--- src/rtl/rvj1_ifu_q.sv ---
// rvj1 instruction fetch unit. Issues fetch requests with several in flight,
// queues responses tagged with their PC and bus error flag, and feeds the
// decoder from the head. Jumps flush the queue and discard stale responses;
// a misaligned target halts fetch and raises a one-cycle exception pulse.
module rvj1_ifu_q #(
  parameter logic [31:0] BOOT_ADDR       = 32'h8000_0000,
  parameter int          QUEUE_DEPTH     = 4,
  parameter int          MAX_OUTSTANDING = 2
) (
  input  logic        clk_i,
  input  logic        rstn_i,
  output logic [31:0] instr_req_addr_o,
  output logic [31:0] instr_req_data_o,
  output logic [3:0]  instr_req_strobe_o,
  output logic        instr_req_write_o,
  output logic        instr_req_valid_o,
  input  logic        instr_req_ready_i,
  input  logic [31:0] instr_rsp_data_i,
  input  logic        instr_rsp_error_i,
  input  logic        instr_rsp_valid_i,
  output logic        instr_rsp_ready_o,
  output logic [31:0] dec_instr_o,
  output logic [31:0] dec_pc_o,
  output logic        dec_error_o,
  output logic        dec_valid_o,
  input  logic        dec_ready_i,
  input  logic        jmp_addr_valid_i,
  input  logic [31:0] jmp_addr_i,
  output logic        ctrl_insn_misalign_exception_o,
  output logic [31:0] ctrl_fault_addr_o
);

  localparam int OW = $clog2(MAX_OUTSTANDING + 1);
  localparam int CW = $clog2(QUEUE_DEPTH + 1);
  localparam int PW = $clog2(QUEUE_DEPTH);

  typedef enum logic {S_FETCH = 1'b0, S_HALT = 1'b1} state_e;

  typedef struct packed {
    logic [31:0] pc;
    logic [31:0] instr;
    logic        err;
  } q_entry_t;

  state_e        state_q, state_d;
  logic [31:0]   req_addr_q, req_addr_d;
  logic [31:0]   redir_addr_q, redir_addr_d;
  logic [31:0]   rsp_pc_q, rsp_pc_d;
  logic [31:0]   fault_q;
  logic          req_valid_q, req_valid_d;
  logic          redir_q, redir_d;
  logic          rsp_ready_q, exc_q;
  logic [OW-1:0] out_q, out_d, discard_q, discard_d;
  logic [CW-1:0] count_q, count_d;
  logic [CW:0]   occ_d;
  logic [PW-1:0] wr_q, rd_q;
  q_entry_t      q_mem [QUEUE_DEPTH];
  q_entry_t      head;
  logic          req_fire, rsp_fire, jump, misalign, push, pop;

  assign req_fire = req_valid_q & instr_req_ready_i;
  assign rsp_fire = instr_rsp_valid_i & rsp_ready_q;
  assign jump     = jmp_addr_valid_i;
  assign misalign = jump & (jmp_addr_i[1:0] != 2'b00);
  // Responses owed to pre-jump requests, or arriving on the jump edge, never enter the queue.
  assign push     = rsp_fire & (discard_q == '0) & ~jump;
  assign pop      = (count_q != '0) & dec_ready_i & ~jump;

  // Next state: any jump picks the state, misaligned targets park the fetcher.
  always_comb begin
    state_d = state_q;
    if (jump) state_d = misalign ? S_HALT : S_FETCH;
  end

  // State register.
  always_ff @(posedge clk_i or negedge rstn_i) begin
    if (!rstn_i) state_q <= S_FETCH;
    else         state_q <= state_d;
  end

  // Counters, issue decision and fetch/redirect address bookkeeping.
  always_comb begin
    out_d   = out_q + OW'(req_fire) - OW'(rsp_fire);
    count_d = jump ? '0 : count_q + CW'(push) - CW'(pop);
    occ_d   = (CW+1)'(out_d) + (CW+1)'(count_d);

    // On a jump every response still owed is stale; the pending unfired
    // request (if any) is added when it finally fires.
    discard_d = discard_q;
    if (jump) begin
      discard_d = out_d;
    end else begin
      if (rsp_fire && discard_q != '0) discard_d = discard_d - OW'(1);
      if (req_fire && redir_q)         discard_d = discard_d + OW'(1);
    end

    // A pending request stays up until it fires; otherwise issue whenever
    // both the outstanding limit and the queue reservation allow it.
    req_valid_d = (req_valid_q & ~instr_req_ready_i) |
                  ((state_d == S_FETCH) && (out_d < OW'(MAX_OUTSTANDING)) &&
                   (occ_d < (CW+1)'(QUEUE_DEPTH)));

    req_addr_d   = req_addr_q;
    redir_d      = redir_q;
    redir_addr_d = redir_addr_q;
    if (jump) begin
      if (req_valid_q && !req_fire) begin
        redir_d      = 1'b1;
        redir_addr_d = jmp_addr_i;
      end else begin
        req_addr_d = jmp_addr_i;
        redir_d    = 1'b0;
      end
    end else if (req_fire) begin
      if (redir_q) begin
        req_addr_d = redir_addr_q;
        redir_d    = 1'b0;
      end else begin
        req_addr_d = req_addr_q + 32'd4;
      end
    end

    rsp_pc_d = rsp_pc_q;
    if (jump)      rsp_pc_d = jmp_addr_i;
    else if (push) rsp_pc_d = rsp_pc_q + 32'd4;
  end

  // Fetch-side registers.
  always_ff @(posedge clk_i or negedge rstn_i) begin
    if (!rstn_i) begin
      req_addr_q   <= BOOT_ADDR;
      req_valid_q  <= 1'b0;
      redir_q      <= 1'b0;
      redir_addr_q <= '0;
      rsp_pc_q     <= BOOT_ADDR;
      rsp_ready_q  <= 1'b0;
      out_q        <= '0;
      discard_q    <= '0;
      exc_q        <= 1'b0;
      fault_q      <= '0;
    end else begin
      req_addr_q   <= req_addr_d;
      req_valid_q  <= req_valid_d;
      redir_q      <= redir_d;
      redir_addr_q <= redir_addr_d;
      rsp_pc_q     <= rsp_pc_d;
      rsp_ready_q  <= 1'b1;
      out_q        <= out_d;
      discard_q    <= discard_d;
      exc_q        <= misalign;
      if (misalign) fault_q <= jmp_addr_i;
    end
  end

  // Instruction queue: circular buffer, pointers rewind on flush.
  always_ff @(posedge clk_i or negedge rstn_i) begin
    if (!rstn_i) begin
      count_q <= '0;
      wr_q    <= '0;
      rd_q    <= '0;
      for (int i = 0; i < QUEUE_DEPTH; i++) q_mem[i] <= '0;
    end else begin
      count_q <= count_d;
      if (jump) begin
        wr_q <= '0;
        rd_q <= '0;
      end else begin
        if (push) wr_q <= wr_q + PW'(1);
        if (pop)  rd_q <= rd_q + PW'(1);
      end
      if (push) q_mem[wr_q] <= '{pc: rsp_pc_q, instr: instr_rsp_data_i, err: instr_rsp_error_i};
    end
  end

  assign head = q_mem[rd_q];

  assign instr_req_addr_o               = req_addr_q;
  assign instr_req_data_o               = '0;
  assign instr_req_strobe_o             = '1;
  assign instr_req_write_o              = 1'b0;
  assign instr_req_valid_o              = req_valid_q;
  assign instr_rsp_ready_o              = rsp_ready_q;
  assign dec_instr_o                    = head.instr;
  assign dec_pc_o                       = head.pc;
  assign dec_error_o                    = head.err;
  assign dec_valid_o                    = (count_q != '0);
  assign ctrl_insn_misalign_exception_o = exc_q;
  assign ctrl_fault_addr_o              = fault_q;

endmodule

--- config.mk ---
export PLATFORM = sky130hd
export DESIGN_NAME = rvj1_ifu_q
export DESIGN_NICKNAME = d
export VERILOG_FILES = /design/src/rtl/rvj1_ifu_q.sv
export SDC_FILE = /design/constraint.sdc
export NUM_CORES = 1
export LEC_CHECK = 0
export ABC_AREA = 1
export BUFFER_PORTS_ARGS = -buffer_cell sky130_fd_sc_hd__buf_2
export CORE_UTILIZATION = 59
export DETAILED_ROUTE_END_ITERATION = 10
export GPL_TIMING_DRIVEN = 0
export PLACE_DENSITY = 0.81
export SYNTH_ARGS = -nofsm -noshare
export SYNTH_HDL_FRONTEND = slang
export SYNTH_SLANG_ARGS = --single-unit
--- constraint.sdc ---
create_clock -name clk_i -period 6.35 [get_ports clk_i]
set_input_delay 0.3175 -clock clk_i [delete_from_list [all_inputs] [get_ports clk_i]]
set_output_delay 0.3175 -clock clk_i [all_outputs]
set_load 0.005 [all_outputs]
== Word-level counts from Yosys, hierarchy flattened ==
Index checks and enable logic that the tools add are counted.
Widths: inputs -> output; s select.

* Register bits after elaboration: 404
* Input port bits: 71
* Output and inout bits: 170
* Word-level logic and storage cells: 99

* Add/sub/neg operators: 11
* Order comparisons: 5
* Equality and inequality tests: 1
* Mux-type cells: 26
* Bitwise operators: 14
* Reductions and logical operators: 16

{| class="wikitable"
|+ Operators by type and width
! kind !! number
|-
| $bwmux 260 || 1
|-
| $mux 65 || 3
|-
| $mux 32 || 6
|-
| $bmux 65 s2 || 1
|-
| $demux 65 s2 || 1
|-
| $add 32x3->32 const B || 2
|-
| $mux 2 || 8
|-
| $reduce_bool 2->1 || 5
|-
| $and 1x1->1 || 8
|-
| $add 2x1->2 const B || 3
|-
| $ge 3x3->1 const B || 2
|-
| $logic_and 1x1->1 || 6
|-
| $not 2->3 || 2
|-
| $mux 1 || 5
|-
| $add 2x3->4 || 1
|-
| $lt 4x3->1 const B || 1
|-
| $reduce_and 2->1 || 2
|-
| $add 3x1->3 || 1
|-
| $lt 3x1->1 const B || 1
|-
| $mux 3 || 1
|-
| $not 1->1 || 3
|-
| $reduce_bool 3->1 || 1
|-
| $sub 3x1->3 || 1
|-
| $add 2x1->2 || 1
|-
| other kinds (7) || 7
|}

== Longest topological paths before layout ==
* Depth after elaboration: 10
* Gate-level depth with buffers: 15
* Mapped depth without buffers: 15

== Worst setup path before layout ==
Ideal clock, no wire load.

* Path kind: register to register
* Start: register discard_q[0]
* End: register req_valid_q, in the netlist instr_req_valid_o
* Setup time: 0.083 ns
* Arrival: 2.494 ns
* Required time: 6.267 ns
* Path slack: 3.774 ns
* Stages on the path, launching flop included: 16
* Path buffers: 0
* Clock period less this slack: 2.576 ns
* Path through: dfrtp_1 inv_1 ha_1 inv_1 nor2_4 nand2_2 ha_1 inv_1 ha_1 inv_1 fa_1 nor2_1 ha_1 a31oi_1 nand4_1 o21ai_0

* Longest elaborated chain between the ends: 10

{| class="wikitable"
|+ RTL lines
! element !! line !! source
|-
| start, declared || 53 || <nowiki>logic [OW-1:0] out_q, out_d, discard_q, discard_d;</nowiki>
|-
| start signal, assigned || 149 || <nowiki>discard_q <= discard_d;</nowiki>
|-
| $logic_not 2->1 || 66 || <nowiki>assign push = rsp_fire & (discard_q == '0) & ~jump;</nowiki>
|-
| $and 1x1->1 (2 in series) || 66 ||
|-
| $add 3x1->3 || 84 || <nowiki>count_d = jump ? '0 : count_q + CW'(push) - CW'(pop);</nowiki>
|-
| $sub 3x1->3 || 84 ||
|-
| $mux 3 || 84 ||
|-
| via count_d[1] || 54 || <nowiki>logic [CW-1:0] count_q, count_d;</nowiki>
|-
| $add 2x3->4 || 85 || <nowiki>occ_d = (CW+1)'(out_d) + (CW+1)'(count_d);</nowiki>
|-
| $lt 4x3->1 || 101 || <nowiki>(occ_d < (CW+1)'(QUEUE_DEPTH)));</nowiki>
|-
| $logic_and 1x1->1 || 100 || <nowiki>((state_d == S_FETCH) && (out_d < OW'(MAX_OUTSTANDING)) &&</nowiki>
|-
| $or 1x1->1 || 99 || <nowiki>req_valid_d = (req_valid_q & ~instr_req_ready_i) |</nowiki>
|-
| via req_valid_d || 50 || <nowiki>logic req_valid_q, req_valid_d;</nowiki>
|-
| end signal, assigned || 143 || <nowiki>req_valid_q <= req_valid_d;</nowiki>
|-
| end, declared || 50 ||
|}

The timed path passes the listed nets, and every way through them passes these cells.
A chain may end at the register's enable or synchronous reset.

== Worst setup path in the final report ==
* Start: register rd_q[0]
* End: output dec_pc_o[15]

* Longest elaborated chain between the ends: 4

{| class="wikitable"
|+ RTL lines
! element !! line !! source
|-
| start, declared || 56 || <nowiki>logic [PW-1:0] wr_q, rd_q;</nowiki>
|-
| start signal, assigned || 169 || <nowiki>if (pop) rd_q <= rd_q + PW'(1);</nowiki>
|-
| $not 2->3 (not written as such) || 175 || <nowiki>assign head = q_mem[rd_q];</nowiki>
|-
| $bmux 65 s2 || 175 ||
|-
| $mux 65 (not written as such) (2 in series) || 175 ||
|-
| end, declared || 23 || <nowiki>output logic [31:0] dec_pc_o,</nowiki>
|}

Every way passes these cells. The select of a mux whose other input is x is not followed.

==> Flow_metrics.wiki <==
{| class="wikitable"
! Metric !! Value
|-
| Final Instance Area || 22,180 um2
|-
| Total of endpoints with negative setup slack in the final report || 0
|-
| Share of post-route cells with drive strength above 1 || 0.1778
|-
| Area of the placeable core || 31,640 um2
|-
| Overall global routing resource usage || 0.3391
|-
| Root buffer cell || clkbuf_16
|-
| Shortest clock period the worst path allows after layout || 3084 ps
|-
| Cell depth of the worst flop-to-flop path || 15
|-
| Sw power || 0.003221 W
|-
| Post-synth ARST share || 1.000
|-
| Synthesized area || 19,060 um2
|-
| Final worst path period share || 0.4856
|-
| Final estimated routing congestion in global placement || 0.9529
|-
| Total power after layout || 0.008987 W
|-
| Part of the power in combinational logic || 0.317
|-
| Global-route wire length before repair || 88.50 mm
|-
| Kind of path behind the tightest hold check || input port to flip-flop
|-
| Syn-to-layout area delta || 16.40%
|-
| GR Overflow Total || 0
|-
| Min-delay src || instr_req_ready_i
|-
| Cts bufs inserted || 42
|-
| Count of buffers inserted at the top-level ports || 203
|-
| Clk pwr share || 0.273
|-
| Clock edge transition at the registers on the reported setup and hold paths || 60 ps
|-
| Portion of the post-synthesis area used by sequential elements || 0.5306
|-
| Number of non-filler instances in the completed layout || 2,995
|-
| Post-CTS setup repair buffer count || 0
|-
| Power Dens Cells || 405.1 nW/um2
|-
| Fin. Hold Viols || 0
|-
| Number of max-slew violations in the final report || 0
|-
| Skew-Pair Late Insertion Delay || 550 ps
|-
| Standby leakage power || 10.83 nW
|-
| Vias per Instance || 5.824
|-
| Endpoint class of the critical path || output port
|-
| Placed standard-cell area || 20,810 um2
|-
| Count of pins on the block boundary || 241
|-
| Number of global-route vias before repair || 17,110
|-
| 1st-iter DRT viols || 1,656
|-
| VDD IR max || 301.1 uV
|-
| HPWL reported at the end of detailed placement || 38.80 mm
|-
| Final antenna-violating net count || 0
|-
| Residual DRC || 0
|-
| Drt wl/cell || 18.50 um
|-
| Number of cells in the design after placement || 2,918
|-
| Seq pwr share || 0.410
|-
| Wire length after detailed routing || 55.42 mm
|-
| Vias || 17,440
|-
| Proportion of total power due to net switching || 0.3584
|-
| Per-instance average area after synthesis || 8.381 um2
|-
| Setup TNS after final layout || 0 ps
|-
| Die width || 181.7 um
|-
| Worst slack at placement || 3155 ps
|-
| RSZ-0062 raised after global routing || no
|-
| Fillers || 2,508
|-
| Post-synthesis cell type count || 39
|-
| Antenna violations before repair || 0
|-
| H-tree depth || 2
|-
| Maximum number of pins on one net before global-route repair || 126
|-
| Worst slew margin relative to its limit || 0.5359
|-
| Type of element launching the critical path || flip-flop
|-
| Result of the run || finished, final reports clean
|-
| Crit path required time || 6030 ps
|-
| Final worst slack || 3266 ps
|-
| Total internal power || 0.005766 W
|-
| Worst-margin pin slew || 696.2 ps
|-
| Worst hold path cell count || 2
|-
| Clock tree from TritonCTS || yes
|-
| Num rows || 65
|-
| Starting density of the core || 0.6024
|-
| CP max FO || 10
|-
| Number of synthesis warnings || 0
|-
| Most used flip-flop cell after synthesis || dfrtp_1
|-
| Ant. Diodes || 0
|-
| Number of enable-type register cells in the synthesized netlist || 0
|-
| Die outline area || 33,030 um2
|-
| Timing-limited maximum frequency || 324.3 MHz
|-
| Overall die height || 181.7 um
|-
| Net count of the finished layout || 2,645
|-
| Endpoint arrival time on the critical path || 2770 ps
|-
| Worst reg2reg path startpoint || count_q[1]$_DFF_PN0_
|-
| Count of clock tree sinks || 404
|-
| Mapped Cells || 2,274
|-
| Maxcap violations || 0
|-
| Worst setup path category || flip-flop to output port
|-
| Start point of the critical path || rd_q[0]$_DFFE_PN0P_
|-
| Buffer levels on the longest clock path || 3
|-
| Pre-Repair DR Iteration Count || 5
|-
| Synthesized flop and latch total || 404
|-
| Worst clock skew || 12.07 ps
|}
-- timing repair --
item | 4_1_cts | 5_1_grt
hold buffers | 1 | 0
gates resized for setup | 0 | 0
endpoints found under the hold margin | 64 | 0
-- final timing paths --
kind,end,slack (ps)
setup / recovery,dec_pc_o[15],3270
hold / removal,instr_req_valid_o$_DFF_PN0_,30
setup reg to reg,instr_req_valid_o$_DFF_PN0_,3420
hold reg to reg,ctrl_fault_addr_o[0]$_DFFE_PN0P_,480
max in group asynchronous,redir_addr_q[29]$_DFFE_PN0P_,4540
min in group asynchronous,q_mem[22]$_DFFE_PN0P_,330
-- registers in the layout, summed over array words and instances, names as in the netlist, 2 cells and up --
name and count:
q_mem 260, ctrl_fault_addr_o 32, instr_req_addr_o 32, redir_addr_q 32
rsp_pc_q 32, count_q 3, discard_q 2, out_q 2
rd_q 2, wr_q 2
-- worst max-delay path: stages (launching register included) --
cell and delay [ps]:
dfrtp_1 450, buf_2 260, inv_1 190, buf_2 290, clkbuf_1 410, o21ai_0 140
o22ai_1 300, buf_2 180
-- synthesized netlist by cell type (4+ instances only) --
cell type / number / area share
nand2_1: 556 / 0.11
dfrtp_1: 402 / 0.53
xor2_1: 14 / 0.0064
nand2_2: 8 / 0.0026
nor3_1: 6 / 0.0016
o21ai_0: 390 / 0.10
inv_1: 127 / 0.025
ha_1: 12 / 0.0079
mux2_2: 62 / 0.037
buf_2: 69 / 0.018
a22oi_1: 5 / 0.0020
buf_4: 38 / 0.015
o22ai_1: 65 / 0.021
a41oi_1: 4 / 0.0018
nor2_1: 269 / 0.053
or2_2: 4 / 0.0013
o21ai_1: 25 / 0.0066
a21oi_1: 22 / 0.0058
a31oi_1: 16 / 0.0053
clkbuf_1: 54 / 0.011
o211ai_1: 6 / 0.0024
nand3_1: 90 / 0.024
-- cells by family after synthesis --
group | share of synthesized area
compound gates | 0.1508
xor+xnor | 0.007813
fa+ha+maj | 0.008928
buf+inv | 0.07097
flops | 0.5306
mux | 0.03663
other cells | 0.0003941
simple gates | 0.1939
-- power by group through the flow --
stage | Clock, W | Sequential (W) | Combinational (W)
2_1_floorplan | 0 | 0.00359 | 0.00171
3_3_place_gp | 0 | 0.00367 | 0.00272
3_5_place_dp | 0 | 0.00370 | 0.00281
4_1_cts | 0.00247 | 0.00366 | 0.00283
5_1_grt | 0.00257 | 0.00375 | 0.00317
6_report | 0.00245 | 0.00368 | 0.00285
-- final cells by class --
class                   instances  area, um2  share of cell area
flip-flops and latches        404      10110              0.4558
multi-input cells            1610       7729              0.3484
plain buffers                 164      852.1             0.03841
inverters                     132      500.5             0.02256
repair buffers                207       1119             0.05042
clock buffers                  61       1212             0.05465
well taps                     402      503.0             0.02267
clock inverters                15      156.4            0.007050
-- cell usage in the layout, fill, tap and decap left out, types with 3 or more instances in the layout --
| cell type | instances |
|---|---|
| nand2_1 | 556 |
| dfrtp_1 | 402 |
| o21ai_0 | 390 |
| buf_2 | 271 |
| nor2_1 | 269 |
| inv_1 | 127 |
| nand3_1 | 90 |
| o22ai_1 | 65 |
| clkbuf_1 | 64 |
| mux2_2 | 62 |
| clkbuf_16 | 42 |
| buf_4 | 38 |
| conb_1 | 38 |
| o21ai_1 | 25 |
| a21oi_1 | 22 |
| a31oi_1 | 16 |
| xor2_1 | 14 |
| ha_1 | 12 |
| clkbuf_8 | 9 |
| nand2_2 | 8 |
| nor3_1 | 6 |
| o211ai_1 | 6 |
| clkinv_2 | 6 |
| a22oi_1 | 5 |
| or2_2 | 4 |
| a41oi_1 | 4 |
| xnor2_1 | 3 |
| nand4_1 | 3 |
| buf_16 | 3 |
-- stage by stage --
stage          hold slack, ps  utilization
6_report                25.81       0.7012
3_3_place_gp            452.6       0.6547
5_1_grt                 25.70       0.7012
3_5_place_dp            306.8       0.6576
4_1_cts                 3.035       0.7012
2_1_floorplan           21.91            -
-- per-layer routing --
metal / GRT usage / part of all wire / vias up
met5: 0 / 0 / -
met4: 0.1553 / 0.044 / 0
met3: 0.04613 / 0.074 / 163
met2: 0.5668 / 0.48 / 822
met1: 0.4415 / 0.40 / 8461
li1: - / - / 7997
(Power assumes the default switching activity.)
